File: config.mk
export PLATFORM = sky130hd
export DESIGN_NAME = ad_serial_tx
export DESIGN_NICKNAME = d
export VERILOG_FILES = /design/src/rtl/ad_serial_tx_pkg.sv /design/src/rtl/ad_serial_sync.sv /design/src/rtl/ad_serial_tx.sv
export SDC_FILE = /design/constraint.sdc
export NUM_CORES = 1
export LEC_CHECK = 0
export CAP_MARGIN = 20
export CORE_UTILIZATION = 35
export CTS_CLUSTER_DIAMETER = 120
export DETAILED_ROUTE_END_ITERATION = 10
export GPL_ROUTABILITY_DRIVEN = 0
export GPL_TIMING_DRIVEN = 0
export HOLD_SLACK_MARGIN = 0.02
export MAX_ROUTING_LAYER = met4
export PLACE_DENSITY = 0.57
export SLEW_MARGIN = 20
export SYNTH_ARGS = -nofsm -noshare
export SYNTH_HDL_FRONTEND = slang
export SYNTH_SLANG_ARGS = --single-unit
export TNS_END_PERCENT = 10
File: constraint.sdc
create_clock -name mclk0 -period 5.4 [get_ports mclk0]
set_input_delay 0.54 -clock mclk0 [delete_from_list [all_inputs] [get_ports mclk0]]
set_output_delay 0.54 -clock mclk0 [all_outputs]
set_load 0.02 [all_outputs]
File: src/rtl/ad_serial_tx_pkg.sv
// Constants shared by the AD serial link transmitter and master: state encoding and counter sizing.
package ad_serial_tx_pkg;

  typedef enum logic [1:0] {
    ST_IDLE = 2'd0,
    ST_ZERO = 2'd1,
    ST_DATA = 2'd2,
    ST_TAIL = 2'd3
  } tx_state_t;

  // bit_cnt must hold lead_z + data_w without wrapping so it can saturate there
  function automatic int bit_cnt_w(input int lead_z, input int data_w);
    return $clog2(lead_z + data_w + 1);
  endfunction

endpackage

File: src/rtl/ad_serial_sync.sv
// Multi-stage synchronizer for one async pin plus a delay flop for edge detection.
// Synchronized level appears STG cycles after the pin; lvl_d trails it by one cycle.
module ad_serial_sync
  import ad_serial_tx_pkg::*;
#(
  parameter int   STG  = 2,
  parameter logic INIT = 1'b1
) (
  input  logic clk,
  input  logic rst,
  input  logic din,
  output logic lvl,
  output logic lvl_d
);

  logic [STG-1:0] sync;

  always_ff @(posedge clk or posedge rst) begin
    if (rst) begin
      sync  <= {STG{INIT}};
      lvl_d <= INIT;
    end else begin
      sync  <= {sync[STG-2:0], din};
      lvl_d <= sync[STG-1];
    end
  end

  assign lvl = sync[STG-1];

endmodule

File: src/rtl/ad_serial_tx.sv
// Slave end of the cs_n/sclk/sdata ADC link: shifts LEAD_Z zeros then a DATA_W sample, MSB first.
// Pin edges act SYNC_STG+1 mclk0 cycles later; one-entry sample buffer, smp_rdy low while it is full.
module ad_serial_tx
  import ad_serial_tx_pkg::*;
#(
  parameter int DATA_W   = 12,
  parameter int LEAD_Z   = 4,
  parameter int SYNC_STG = 2
) (
  input  logic              mclk0,
  input  logic              hrst,
  input  logic              cs_n,
  input  logic              sclk,
  output logic              sdata,
  output logic              sdata_oe,
  input  logic [DATA_W-1:0] smp_data,
  input  logic              smp_vld,
  output logic              smp_rdy,
  output logic              busy,
  output logic              frame_done,
  output logic              frame_abort,
  output logic              underrun
);

  localparam int CNT_W = bit_cnt_w(LEAD_Z, DATA_W);
  localparam logic [CNT_W-1:0] CNT_ZLAST = CNT_W'(LEAD_Z - 1);
  localparam logic [CNT_W-1:0] CNT_DLAST = CNT_W'(LEAD_Z + DATA_W - 1);
  localparam logic [CNT_W-1:0] CNT_MAX   = CNT_W'(LEAD_Z + DATA_W);

  logic cs_s, cs_d, sclk_s, sclk_d;
  logic cs_fall, cs_rise, sclk_fall;

  ad_serial_sync #(.STG(SYNC_STG), .INIT(1'b1)) u_cs_sync (
    .clk   (mclk0),
    .rst   (hrst),
    .din   (cs_n),
    .lvl   (cs_s),
    .lvl_d (cs_d)
  );

  ad_serial_sync #(.STG(SYNC_STG), .INIT(1'b1)) u_sclk_sync (
    .clk   (mclk0),
    .rst   (hrst),
    .din   (sclk),
    .lvl   (sclk_s),
    .lvl_d (sclk_d)
  );

  assign cs_fall   = cs_d & ~cs_s;
  assign cs_rise   = ~cs_d & cs_s;
  assign sclk_fall = sclk_d & ~sclk_s;

  tx_state_t         state;
  logic [CNT_W-1:0]  bit_cnt;
  logic [DATA_W-1:0] shift_reg, last_smp, buf_dat;
  logic              buf_full, start, accept;

  assign start   = (state == ST_IDLE) && cs_fall;
  assign accept  = smp_vld && !buf_full;
  assign smp_rdy = !buf_full;

  // A word arriving on the start cycle with the buffer empty is kept for the next frame
  always_ff @(posedge mclk0 or posedge hrst) begin
    if (hrst) begin
      buf_full <= 1'b0;
      buf_dat  <= '0;
    end else if (accept) begin
      buf_full <= 1'b1;
      buf_dat  <= smp_data;
    end else if (start) begin
      buf_full <= 1'b0;
    end
  end

  always_ff @(posedge mclk0 or posedge hrst) begin
    if (hrst) begin
      state       <= ST_IDLE;
      bit_cnt     <= '0;
      shift_reg   <= '0;
      last_smp    <= '0;
      sdata       <= 1'b0;
      sdata_oe    <= 1'b0;
      busy        <= 1'b0;
      frame_done  <= 1'b0;
      frame_abort <= 1'b0;
      underrun    <= 1'b0;
    end else begin
      frame_done  <= 1'b0;
      frame_abort <= 1'b0;
      underrun    <= 1'b0;
      unique case (state)
        ST_IDLE: begin
          if (cs_fall) begin
            if (buf_full) begin
              shift_reg <= buf_dat;
              last_smp  <= buf_dat;
            end else begin
              shift_reg <= last_smp;
              underrun  <= 1'b1;
            end
            sdata    <= 1'b0;
            sdata_oe <= 1'b1;
            busy     <= 1'b1;
            bit_cnt  <= '0;
            state    <= ST_ZERO;
          end
        end
        ST_ZERO, ST_DATA: begin
          if (cs_rise) begin
            frame_abort <= 1'b1;
            sdata       <= 1'b0;
            sdata_oe    <= 1'b0;
            busy        <= 1'b0;
            state       <= ST_IDLE;
          end else if (sclk_fall) begin
            bit_cnt <= bit_cnt + 1'b1;
            if (state == ST_DATA && bit_cnt == CNT_DLAST) begin
              sdata <= 1'b0;
              state <= ST_TAIL;
            end else if (state == ST_DATA || bit_cnt == CNT_ZLAST) begin
              sdata     <= shift_reg[DATA_W-1];
              shift_reg <= {shift_reg[DATA_W-2:0], 1'b0};
              state     <= ST_DATA;
            end
          end
        end
        ST_TAIL: begin
          if (cs_rise) begin
            frame_done <= 1'b1;
            sdata      <= 1'b0;
            sdata_oe   <= 1'b0;
            busy       <= 1'b0;
            state      <= ST_IDLE;
          end else if (sclk_fall && bit_cnt != CNT_MAX) begin
            bit_cnt <= bit_cnt + 1'b1;
          end
        end
        default: state <= ST_IDLE;
      endcase
    end
  end

endmodule

==> results of run 1 <==
## how the worst max path moves through the flow
stage,slack [ns],to,cells after the start
floorplan,3.51,shift_reg[1]$_DFFE_PP0P_,8
global placement,2.40,last_smp[7]$_DFFE_PP0P_,2
detailed placement,3.21,shift_reg[8]$_DFFE_PP0P_,8
CTS,3.09,smp_rdy,4
global route,3.00,smp_rdy,4
finish,3.10,smp_rdy,4
## worst max-delay path, cell delays in order (launching register included)
cell             delay, ns
dfrtp_1               0.37
buf_4                 0.18
buf_2                 0.22
inv_1                 0.09
clkdlybuf4s50_1       0.60
## metal layers
| layer | track usage, % | vias up | wire, um |
|---|---|---|---|
| met5 | - | - | 0 |
| met4 | 4.64 | 0 | 69 |
| met3 | 2.79 | 5 | 163 |
| met2 | 20.1 | 37 | 2330 |
| met1 | 20.4 | 942 | 2760 |
| li1 | - | 929 | - |
## power groups by stage
| stage | clock network (W) | registers, W | logic (W) |
|---|---|---|---|
| after detailed placement | 0 | 0.000696 | 0.000840 |
| after CTS | 0.000287 | 0.000690 | 0.000840 |
| after global routing | 0.000301 | 0.000715 | 0.000928 |
| final | 0.000279 | 0.000689 | 0.000831 |
| after global placement | 0 | 0.000693 | 0.000823 |
| after floorplan | 0 | 0.000676 | 0.000633 |
## metrics by stage
step	hold slack (ns)	std cells	setup WS, ns
5_1_grt	0.366	378	3.00
2_1_floorplan	0.345	248	3.51
3_3_place_gp	0.346	370	2.40
3_5_place_dp	0.348	370	3.21
6_report	0.362	378	3.10
4_1_cts	0.363	378	3.09
## cells in the mapped netlist, types with 2 or more instances
cell type	n	area share (%)
o211ai_1	3	0.84
inv_1	9	1.3
o21ai_0	34	6.3
ha_1	7	3.2
dfrtp_1	49	45
nor2b_1	11	2.6
nand3_1	7	1.3
nand2b_1	2	0.46
and2b_2	2	0.65
buf_4	2	0.56
mux2i_1	14	5.2
dfstp_2	6	5.8
mux2_1	2	0.84
clkbuf_1	7	0.98
nor2_1	9	1.3
buf_2	2	0.37
a21o_1	2	0.56
nand2_1	27	3.8
and2b_1	3	0.84
a21oi_1	3	0.56
mux2_2	15	6.3
o31ai_1	11	3.1
## cell families after synthesis
kind of cell	synth area share, %
compound gates	14.2
flops	51.3
buf+inv	3.99
mux	12.3
simple gates	14.9
fa+ha+maj	3.25
## area by class of cell
class	instances	area [sq um]	area share, %
Buffer	13	73.8	2.33
Clock buffer	6	72.6	2.29
Clock inverter	2	38.8	1.23
Inverter	9	36.3	1.15
Multi-Input combinational cell	171	1200	38.1
Sequential cell	55	1380	43.8
Tap cell	99	124	3.92
Timing Repair Buffer	23	230	7.28
==> results.json, run 1 <==
{
  "status": "finished, final reports clean",
  "die_y_um": 89.8,
  "core_area_sq_um": 7330,
  "ir_worst_vdd_uv": 194,
  "cts_root_buffer": "clkbuf_8",
  "synth-edff-count": 0,
  "gr-total-overflow": 0,
  "pin_count": 24,
  "tightest_slew_ns": 0.683,
  "clockBufferDepth": 2,
  "cts_buffers": 5,
  "slew-limit-headroom_pct": 54.5,
  "power_frac_comb_pct": 46.2,
  "endpoint_kind": "primary output",
  "htreeDepth": 2,
  "reg2reg_slack_ns": 3.20,
  "setup_violations": 0,
  "utilization_pct": 43.1,
  "cellLeakagePower_nw": 1.38,
  "p_sw_w": 0.000701,
  "syn_area_per_cell_sq_um": 10.9,
  "critPathLaunchType": "flip-flop",
  "diodes": 0,
  "hold_buffers": 0,
  "synth_cells": 248,
  "async_flop_share_pct": 100,
  "grt_pass1_wl_mm": 8.98,
  "min_period_ns": 2.30,
  "cp.required_ns": 4.86,
  "hold_viol_final": 0,
  "min_from": "u_cs_sync.sync[0]$_DFF_PP1_",
  "synth_ff_type": "dfrtp_1",
  "hold_depth": 0,
  "worstSkewPairLatency_ns": 0.31,
  "clk_pin_slew_ns": 0.10,
  "cts_sinks": 55,
  "drive_gt1_share_pct": 15.8,
  "drtIter0Drc": 148,
  "wl_per_cell_um": 14.1,
  "design_area_sq_um": 3160,
  "io_buffer_count": 23,
  "grt_pass1_vias": 1812,
  "die_w_um": 89.8,
  "report.final.slew_viol_count": 0,
  "synth_nets": 272,
  "layout_commonest_cell": "dfrtp_1",
  "grt_max_degree": 56,
  "cts_resized": 0,
  "pwr_density_cell_nw_per_um2": 569,
  "critPathLaunch": "buf_full$_DFFE_PP0P_",
  "viasPerCell": 5.06,
  "worstRegToRegCells": 8,
  "wirelength_mm": 5.33,
  "pwr-share-clk_pct": 15.5,
  "final_net_count": 302,
  "timing.final.crit_share_pct": 42.5,
  "synth_cell_types": 43,
  "setup-tns-final_ns": 0,
  "nFillCells": 706,
  "rows": 31,
  "p_sw_share_pct": 38.9,
  "mostFrequentLayoutCells": "dfrtp_1, o21ai_0, nand2_1",
  "critPathArrivalTime_ns": 1.76,
  "post-route-drc-count": 0,
  "yosys_warnings": 0,
  "place_area_sq_um": 3050,
  "dr.pass1.iters": 4,
  "syn_to_final_growth_pct": 17.4,
  "path_class": "flip-flop to primary output",
  "p_int_w": 0.00110,
  "dieArea_sq_um": 8060,
  "p_total_w": 0.00180,
  "critPathMaxFanout": 10,
  "r2r_end": "shift_reg[8]$_DFFE_PP0P_",
  "dp_hpwl_mm": 3.72,
  "synth.cell_area_sq_um": 2700,
  "fmax_ghz": 0.436,
  "power_frac_seq_pct": 38.3,
  "ys_ff_latch": 55,
  "rsz0062_at_grt": "false",
  "start_util_pct": 36.8,
  "antenna_found_initial": 0,
  "fin_skew_ns": 0.00808,
  "vias": 1913,
  "hold_path_class": "flip-flop to flip-flop",
  "maxCapViolCount": 0,
  "ant_nets": 0,
  "hold_path_end": "u_cs_sync.sync[1]$_DFF_PP1_",
  "post-cts-setup-buffers": 0,
  "grt_use_total_pct": 14.2,
  "seq_area_frac_synth_pct": 51.3,
  "r2r_start": "bit_cnt[0]$_DFFE_PP0P_",
  "cts_tree": "done"
}
Power figures use the tool's default switching activity.
==> run 2: changes to the inputs <==
--- a/config.mk
+++ b/config.mk
@@ -13,7 +13,7 @@
 export GPL_TIMING_DRIVEN = 0
 export HOLD_SLACK_MARGIN = 0.02
 export MAX_ROUTING_LAYER = met4
-export PLACE_DENSITY = 0.57
+export PLACE_DENSITY = 0.59
 export SLEW_MARGIN = 20
 export SYNTH_ARGS = -nofsm -noshare
 export SYNTH_HDL_FRONTEND = slang
==> constraint.sdc (replaced) <==
create_clock -name mclk0 -period 2.1 [get_ports mclk0]
set_input_delay 0.21 -clock mclk0 [delete_from_list [all_inputs] [get_ports mclk0]]
set_output_delay 0.21 -clock mclk0 [all_outputs]
set_load 0.02 [all_outputs]
==> run 2 against run 1 <==
Compared with the run above: clock power grew 120%; critical path type is now flip-flop to flip-flop; combinational power increased to 2.9 times the previous value; critical path depth up 4; non-clock buffer count increased by 3; hold slack got worse by 0.071 ns; clock skew is 0.0013 ns higher; utilization rose by 0.96 points.
==> results.json, run 2 (synthesis gave the netlist of run 1 again) <==
{
  "cts_root_buffer": "clkbuf_8",
  "hold_buffers": 0,
  "tightest_slew_ns": 0.683,
  "endpoint_kind": "flip-flop",
  "nFillCells": 719,
  "setup_violations": 0,
  "p_total_w": 0.00478,
  "regArea_sq_um": 1380,
  "worstRegToRegCells": 8,
  "utilization_pct": 44.1,
  "slew-limit-headroom_pct": 54.5,
  "multiInputGateArea_sq_um": 1260,
  "hold_path_class": "input pin to flip-flop",
  "timing.final.crit_share_pct": 96.7,
  "die_y_um": 89.8,
  "fin_skew_ns": 0.00935,
  "htreeDepth": 2,
  "rsz0062_at_grt": "true",
  "path_class": "flip-flop to flip-flop",
  "rows": 31,
  "dr.pass1.iters": 4,
  "post-route-drc-count": 0,
  "core_area_sq_um": 7330,
  "hold_viol_final": 0,
  "start_util_pct": 36.8,
  "status": "finished, final reports clean",
  "cts_buffers": 5,
  "cts_tree": "done",
  "syn_to_final_growth_pct": 20.0,
  "grt_pass1_wl_mm": 9.54,
  "clockBufferDepth": 2,
  "critPathLaunchType": "flip-flop",
  "die_w_um": 89.8,
  "worstSkewPairLatency_ns": 0.32,
  "hold_path_end": "u_sclk_sync.sync[0]$_DFF_PP1_",
  "busiest_layer": "met2",
  "io_buffer_count": 23,
  "setup_ws_ns": 0.0683,
  "cellLeakagePower_nw": 1.41,
  "diodes": 0,
  "wirelength_mm": 5.52,
  "critPathMaxFanout": 5,
  "drtIter0Drc": 84,
  "min_from": "sclk",
  "final_net_count": 305,
  "mostFrequentLayoutCells": "dfrtp_1, nand2_1, o21ai_0",
  "grt_max_degree": 56,
  "use_met2_pct": 21.4,
  "r2r_end": "shift_reg[8]$_DFFE_PP0P_",
  "dp_hpwl_mm": 3.86,
  "hold_depth": 1,
  "ir_worst_vdd_uv": 515,
  "pin_count": 24,
  "dieArea_sq_um": 8060,
  "grt_use_total_pct": 15.0,
  "viasPerCell": 5.00,
  "cp.required_ns": 2.33,
  "clk_pin_slew_ns": 0.11,
  "wl_per_cell_um": 14.5,
  "cts_sinks": 55,
  "grt_use_met3_pct": 2.96,
  "pwr_density_cell_nw_per_um2": 1480,
  "reg2reg_slack_ns": 0.07,
  "r2r_start": "bit_cnt[0]$_DFFE_PP0P_",
  "antenna_found_initial": 0,
  "grtUsageMet1_pct": 21.3,
  "grt_pass1_vias": 1882,
  "report.final.slew_viol_count": 0,
  "ant_nets": 0,
  "gr-total-overflow": 0,
  "critPathArrivalTime_ns": 2.26,
  "maxCapViolCount": 0,
  "min_period_ns": 2.03,
  "layout_commonest_cell": "dfrtp_1",
  "dp_slack_ns": -0.0925,
  "vias": 1904,
  "fmax_ghz": 0.492,
  "drive_gt1_share_pct": 22.3
}
==> run 2: cell types whose count changed in the layout (fill, tap and decap cells not counted), sizes merged <==
cell and delta:
clkinv +1, buf +4, bufinv -1, inv +1
clkbuf -2
==> run 2: timing repair <==
| action | CTS | global route |
|---|---|---|
| pin swaps | 0 | 1 |
| resized for setup | 4 | 29 |
| hold endpoints to repair | 0 | 0 |
| setup endpoints to repair | 10 | 12 |
| cloned | 0 | 1 |
| buffers inserted | 0 | 2 |
==> run 2: routing by layer <==
metal | part of all wire, % | routed length [um] | up-vias
met5 | 0 | 0 | -
met4 | 1.6 | 91 | 0
met3 | 2.5 | 136 | 9
met2 | 45 | 2470 | 21
met1 | 51 | 2820 | 938
li1 | - | - | 936
==> run 2: how the worst max path moves through the flow <==
stage / endpoint / startpoint / slack (ns)
2_1_floorplan: shift_reg[1]$_DFFE_PP0P_ / bit_cnt[0]$_DFFE_PP0P_ / 0.21
3_3_place_gp: underrun$_DFF_PP0_ / hrst / -0.56
3_5_place_dp: shift_reg[7]$_DFFE_PP0P_ / bit_cnt[0]$_DFFE_PP0P_ / -0.09
4_1_cts: shift_reg[7]$_DFFE_PP0P_ / bit_cnt[0]$_DFFE_PP0P_ / -0.02
5_1_grt: shift_reg[1]$_DFFE_PP0P_ / bit_cnt[0]$_DFFE_PP0P_ / -0.006
6_report: shift_reg[8]$_DFFE_PP0P_ / bit_cnt[0]$_DFFE_PP0P_ / 0.07
==> run 2: per-stage QoR <==
stage	cells	cell area, sq um	setup TNS (ns)	hold WS (ns)
floorplan	248	2700	0	0.214
global placement	370	3050	-27.88	0.346
detailed placement	370	3050	-0.578	0.348
CTS	378	3150	-0.0311	0.289
global route	381	3230	-0.0132	0.288
finish	381	3230	0	0.290
==> run 2: report_power, final <==
part | leakage [nW] | switching (W) | internal [W] | total, W
sequential | 0.658 | 0.000266 | 0.00150 | 0.00177
combinational | 0.704 | 0.00131 | 0.00108 | 0.00238
clock | 0.0489 | 0.000383 | 0.000243 | 0.000626
total | 1.41 | 0.00196 | 0.00282 | 0.00478
==> run 2: worst max-delay path, stage by stage (launching register included) <==
cell and delay (ns):
dfrtp_1 0.42, ha_2 0.22, and3_2 0.22, ha_2 0.19
a21boi_2 0.18, nand2_1 0.09, a2bb2oi_2 0.20, buf_6 0.17
o31ai_2 0.25
==> run 2: layout make-up <==
class / instances / share of cell area (%)
inverter: 9 / 1.12
multi-input combinational: 171 / 39.0
clock inverter: 3 / 0.697
timing repair buffer: 26 / 7.93
clock buffer: 5 / 2.13
sequential: 55 / 42.8
buffer: 13 / 2.52
tap: 99 / 3.83
